### src/rtl/conv3x3_sequencer.sv
// 3x3 valid-convolution address/tap sequencer.
// Issues 9 taps per output pixel and tags products for the accumulator.
module conv3x3_sequencer #(
  parameter int IMG_W   = 8,
  parameter int IMG_H   = 8,
  parameter int ADDR_W  = 6,
  parameter int OADDR_W = 6
) (
  input  logic               clk,
  input  logic               rst,
  input  logic               start,
  input  logic               hold,
  output logic               busy,
  output logic               done,
  output logic               rd_en,
  output logic [ADDR_W-1:0]  img_addr,
  output logic [3:0]         wgt_addr,
  output logic               mac_valid,
  output logic               acc_first,
  output logic               acc_last,
  output logic               out_we,
  output logic [OADDR_W-1:0] out_addr
);

  localparam int OUT_W = IMG_W - 2;
  localparam int OUT_H = IMG_H - 2;
  localparam int CW = $clog2(IMG_W);
  localparam int RW = $clog2(IMG_H);
  localparam logic [CW-1:0] LAST_C = CW'(OUT_W - 1);
  localparam logic [RW-1:0] LAST_R = RW'(OUT_H - 1);

  typedef enum logic [1:0] {IDLE, RUN, DRAIN} state_t;

  state_t state, state_n;

  logic [3:0]         tap;
  logic [1:0]         kc;
  logic [CW-1:0]      ocol;
  logic [RW-1:0]      orow;
  logic [ADDR_W-1:0]  base;
  logic [ADDR_W-1:0]  off;
  logic [OADDR_W-1:0] pix;
  logic [OADDR_W-1:0] mac_pix;
  logic               mac_end;
  logic               issue;
  logic               tap_end;
  logic               frame_end;

  assign issue     = (state == RUN) && !hold;
  assign tap_end   = (tap == 4'd8);
  assign frame_end = tap_end && (ocol == LAST_C) && (orow == LAST_R);
  assign rd_en     = issue;
  assign busy      = (state != IDLE);
  assign wgt_addr  = tap;
  assign img_addr  = base + off;

  always_ff @(posedge clk or negedge rst) begin
    if (!rst) state <= IDLE;
    else      state <= state_n;
  end

  always_comb begin
    state_n = state;
    unique case (state)
      IDLE:    if (start) state_n = RUN;
      RUN:     if (issue && frame_end) state_n = DRAIN;
      DRAIN:   if (done) state_n = IDLE;
      default: state_n = IDLE;
    endcase
  end

  // base tracks the window origin, off the tap offset inside the window
  always_ff @(posedge clk or negedge rst) begin
    if (!rst) begin
      tap  <= '0;
      kc   <= '0;
      off  <= '0;
      base <= '0;
      ocol <= '0;
      orow <= '0;
      pix  <= '0;
    end else if (issue) begin
      if (tap_end) begin
        tap <= '0;
        kc  <= '0;
        off <= '0;
        if (frame_end) begin
          base <= '0;
          ocol <= '0;
          orow <= '0;
          pix  <= '0;
        end else begin
          pix <= pix + 1'b1;
          if (ocol == LAST_C) begin
            ocol <= '0;
            orow <= orow + 1'b1;
            base <= base + ADDR_W'(3);
          end else begin
            ocol <= ocol + 1'b1;
            base <= base + 1'b1;
          end
        end
      end else begin
        tap <= tap + 1'b1;
        if (kc == 2'd2) begin
          kc  <= '0;
          off <= off + ADDR_W'(IMG_W - 2);
        end else begin
          kc  <= kc + 1'b1;
          off <= off + 1'b1;
        end
      end
    end
  end

  always_ff @(posedge clk or negedge rst) begin
    if (!rst) begin
      mac_valid <= 1'b0;
      acc_first <= 1'b0;
      acc_last  <= 1'b0;
      mac_pix   <= '0;
      mac_end   <= 1'b0;
      out_we    <= 1'b0;
      out_addr  <= '0;
      done      <= 1'b0;
    end else begin
      mac_valid <= issue;
      acc_first <= issue && (tap == 4'd0);
      acc_last  <= issue && tap_end;
      mac_pix   <= pix;
      mac_end   <= issue && frame_end;
      out_we    <= mac_valid && acc_last;
      done      <= mac_end;
      if (mac_valid && acc_last) out_addr <= mac_pix;
    end
  end

endmodule

### config.mk
export PLATFORM = sky130hd
export DESIGN_NAME = conv3x3_sequencer
export DESIGN_NICKNAME = d
export VERILOG_FILES = /design/src/rtl/conv3x3_sequencer.sv
export SDC_FILE = /design/constraint.sdc
export NUM_CORES = 1
export LEC_CHECK = 0
export BUFFER_PORTS_ARGS = -buffer_cell sky130_fd_sc_hd__buf_4
export CAP_MARGIN = 20
export CORE_MARGIN = 2
export CORE_UTILIZATION = 30
export CTS_CLUSTER_DIAMETER = 50
export CTS_CLUSTER_SIZE = 16
export DETAILED_ROUTE_END_ITERATION = 7
export GPL_ROUTABILITY_DRIVEN = 0
export MAX_ROUTING_LAYER = met4
export SLEW_MARGIN = 10
export SYNTH_ARGS = -nofsm -noshare
export SYNTH_HDL_FRONTEND = slang
export SYNTH_SLANG_ARGS = --single-unit
### constraint.sdc
create_clock -name clk -period 1.8 [get_ports clk]
set_clock_uncertainty 0.05 [all_clocks]
set_input_delay 0.09 -clock clk [delete_from_list [all_inputs] [get_ports clk]]
set_output_delay 0.09 -clock clk [all_outputs]
set_load 0.005 [all_outputs]
==> impl_metrics.toml <==
[status]
status = "finished with violations"
violations = "setup timing"

[placed_design]
dp_hpwl_um = 3720
portBuffers = 26
dp.cells = 375

[power_and_ir_drop]
power_frac_clock_pct = 18.1
intPower_mw = 3.02
ir_drop_mv = 1.12
combPwrFrac_pct = 45.9
power_density_mw_per_mm2 = 1490
seq_power_share_pct = 36.0
netSwitchingPower_mw = 1.63
p_leak_nw = 1.50
swShare_pct = 35.1

[detailed_routing]
wire_per_inst_um = 13.8
met3_length_um = 227
drt_iter0_markers = 111
routed_wl_um = 5360
drt_first_pass_iters = 4
top_layer = "met4"
met2_length_um = 2480
routed_via_density = 4.82
vias = 1876
drc = 0
detail-route-antenna-nets = 0
wl_met1_um = 2600

[synthesis]
synth.area.mux_share_pct = 3.68
async_reset_ff_share_pct = 100
synth.area.top_cells = "dfrtp_1 52%, ha_1 7.3%, nand2_1 4.5%"
ys_types = 51
ys_seq_area_share_pct = 51.8
syn_avg_cell_area_um2 = 10.5
ys_warn_count = 0
synth_common_cells = "50 x dfrtp_1, 29 x nand2_1, 15 x o21ai_0"
synth_compound_area_share_pct = 14.6
synthCells = 229
synth.cell_area_mm2 = 0.00241
yosysMostFrequentCell = "dfrtp_1"
synth_xor_xnor_area_share_pct = 2.54
yosys.area_share.simple_pct = 15.4
synth_flop_cell = "dfrtp_1"
yosys.area.top_type = "dfrtp_1"
synthAdderAreaFrac_pct = 8.50
synth_top_family_by_area = "simple AND/OR/NAND/NOR gates"
yosysTopAreaCellShare_pct = 51.8
ys_seq_elements = 50
synth_fp_nets = 248
synth_edf_count = 0

[sta]
max_freq_ghz = 0.511
max_slew_margin_pct = 57.3
setup_slack_ns = -0.158
rsz0062_at_grt = "true"
post-route-period-util_pct = 109
period_minus_slack_ns = 1.96
setup_viol = 2
hold_violations = 0
worstMarginPinSlew_ns = 0.640
drv_slew = 0

[grt]
grt_overflow_total = 0
grt_max_degree = 51
antenna_found_initial = 0
grt_pass1_wl_um = 8920
grt_pass1_vias = 1854
track_usage_pct = 13.2

[critical_path]
critPathMaxFanout = 2
cp_top_family = "adder cells"
critPathLaunchType = "register"
cp_num_buf_inv = 1
cp_cell_sequence = "ha_2, fa_2, a21o_1, a21oi_2, xnor2_1, buf_4"
crit_type = "reg -> out"
critPathMaxStageDelay_ns = 0.40
slowest_stage = "dfrtp_1"
endpoint_kind = "output port"
critPathRequiredTime_ns = 1.66
cp.arrival_ns = 1.82

[floorplanning]
num_io_pins = 27
die_w_um = 93.7
start_util_pct = 31.1
dieArea_mm2 = 0.00878
rows = 32
core-area_mm2 = 0.00777
die_h_um = 93.7

[finish]
syn_to_final_growth_pct = 29.7
final_nets = 305
antenna_cells = 0
fin_cells = 389
multi_input_area_mm2 = 0.00116
num-fill-cells = 763
register_area_mm2 = 0.00125
layout-drive-gt1-share_pct = 31.4
postLayoutCoreUtil_pct = 40.3

[min_path]
hold_path.class = "in -> reg"

[job]
cap_violations = 0

[cts]
clock_latency_ns = 0.31
cts-root-buf = "clkbuf_8"
clk_path_buf_depth = 2
cts_tree = "built"
clock_sinks = 50
path_clk_slew_ns = 0.09
cts_inserted_buffers = 5
h-tree-depth = 2
[sequential cells by signal, indices dropped and copies added (netlist names), 2 cells and up]
signal,count
base,6
kc,2
mac_pix,6
ocol,3
off,6
orow,3
out_addr,6
pix,6
state,2
wgt_addr,4
[kinds of logic (layout without fill, tap and decap cells)]
logic type / Yosys count / count (layout)
and+or+nand+nor: 75 / 75
buffers and inverters: 18 / 76
muxes: 8 / 8
xor gates and xnor gates: 7 / 7
adders and majority gates: 16 / 16
DFF: 50 / 50
AOI/OAI and AO/OA: 55 / 55
[through the flow]
step | hold WS, ns | setup TNS [ns] | area (µm²) | power, mW | setup WS, ns
after floorplan | -0.256 | 0 | 2410 | 2.69 | 0.0527
after global placement | 0.109 | 0 | 2880 | 3.55 | 0.0705
after detailed placement | 0.111 | 0 | 2880 | 3.59 | 0.0306
after CTS | 0.00799 | -0.387 | 3030 | 4.49 | -0.196
after global routing | 0.0540 | -0.557 | 3130 | 5.03 | -0.256
final | 0.00906 | -0.252 | 3130 | 4.66 | -0.158
[cells in the final DEF, fill, tap and decap left out, types with 3 or more instances in the layout]
master,n
dfrtp_1,49
mux2_2,6
nand2_1,28
a21o_1,3
o211ai_1,3
nand3_1,13
xnor2_1,3
ha_1,10
buf_4,53
a22o_1,4
o21ai_1,7
nor2_1,9
a21oi_1,4
clkbuf_8,6
o21ai_0,14
nor3_1,3
a21oi_2,4
inv_1,11
o31ai_1,3
[timing repair]
| action | 4_1_cts | 5_1_grt |
|---|---|---|
| resized for setup | 4 | 17 |
| pin swaps | 1 | 7 |
| hold endpoints to repair | 50 | 0 |
| hold buffers | 1 | 0 |
| endpoints found under the setup margin | 3 | 14 |
| buffers inserted | 1 | 4 |
[power groups by stage]
stage,sequential (mW),clock [mW],combinational (mW)
finish,1.67,0.843,2.14
global route,1.72,0.923,2.39
CTS,1.66,0.862,1.98
detailed placement,1.68,0,1.92
global placement,1.67,0,1.89
floorplan,1.70,0,0.996
[worst register-to-register path: stages (launching register included)]
cell and delay [ns]:
dfrtp_1 0.42, nand3b_1 0.23, xnor2_2 0.18, ha_2 0.20
a21oi_2 0.05, or4_1 0.47, nand3_1 0.08
[cell type report]
class                           count  share of cell area [%]
Sequential cell                    50                    40.0
Clock buffer                        6                    2.64
Multi-Input combinational cell    161                    37.1
Timing Repair Buffer               55                    13.4
Clock inverter                      2                    1.24
Inverter                           13                    1.60
Tap cell                          102                    4.07
[path summary, 6_finish.rpt]
check	from	to	slack, ns	cells after the start
max reg2reg	ocol[1]	base[4]	0.05	6
max in group asynchronous	rst	base[1]	0.93	2
max	off[0]	img_addr[4]	-0.16	6
min reg2reg	mac_end	done	0.30	0
min in group asynchronous	rst	out_addr[5]	0.30	2
min	start	state[0]	0.009	3
[metal layers]
layer	up-vias	track usage, %
li1	927	-
met1	907	18.0
met2	37	19.6
met3	5	2.89
met4	0	4.59
met5	-	-
Note: power is estimated with default switching activity, not from simulation.
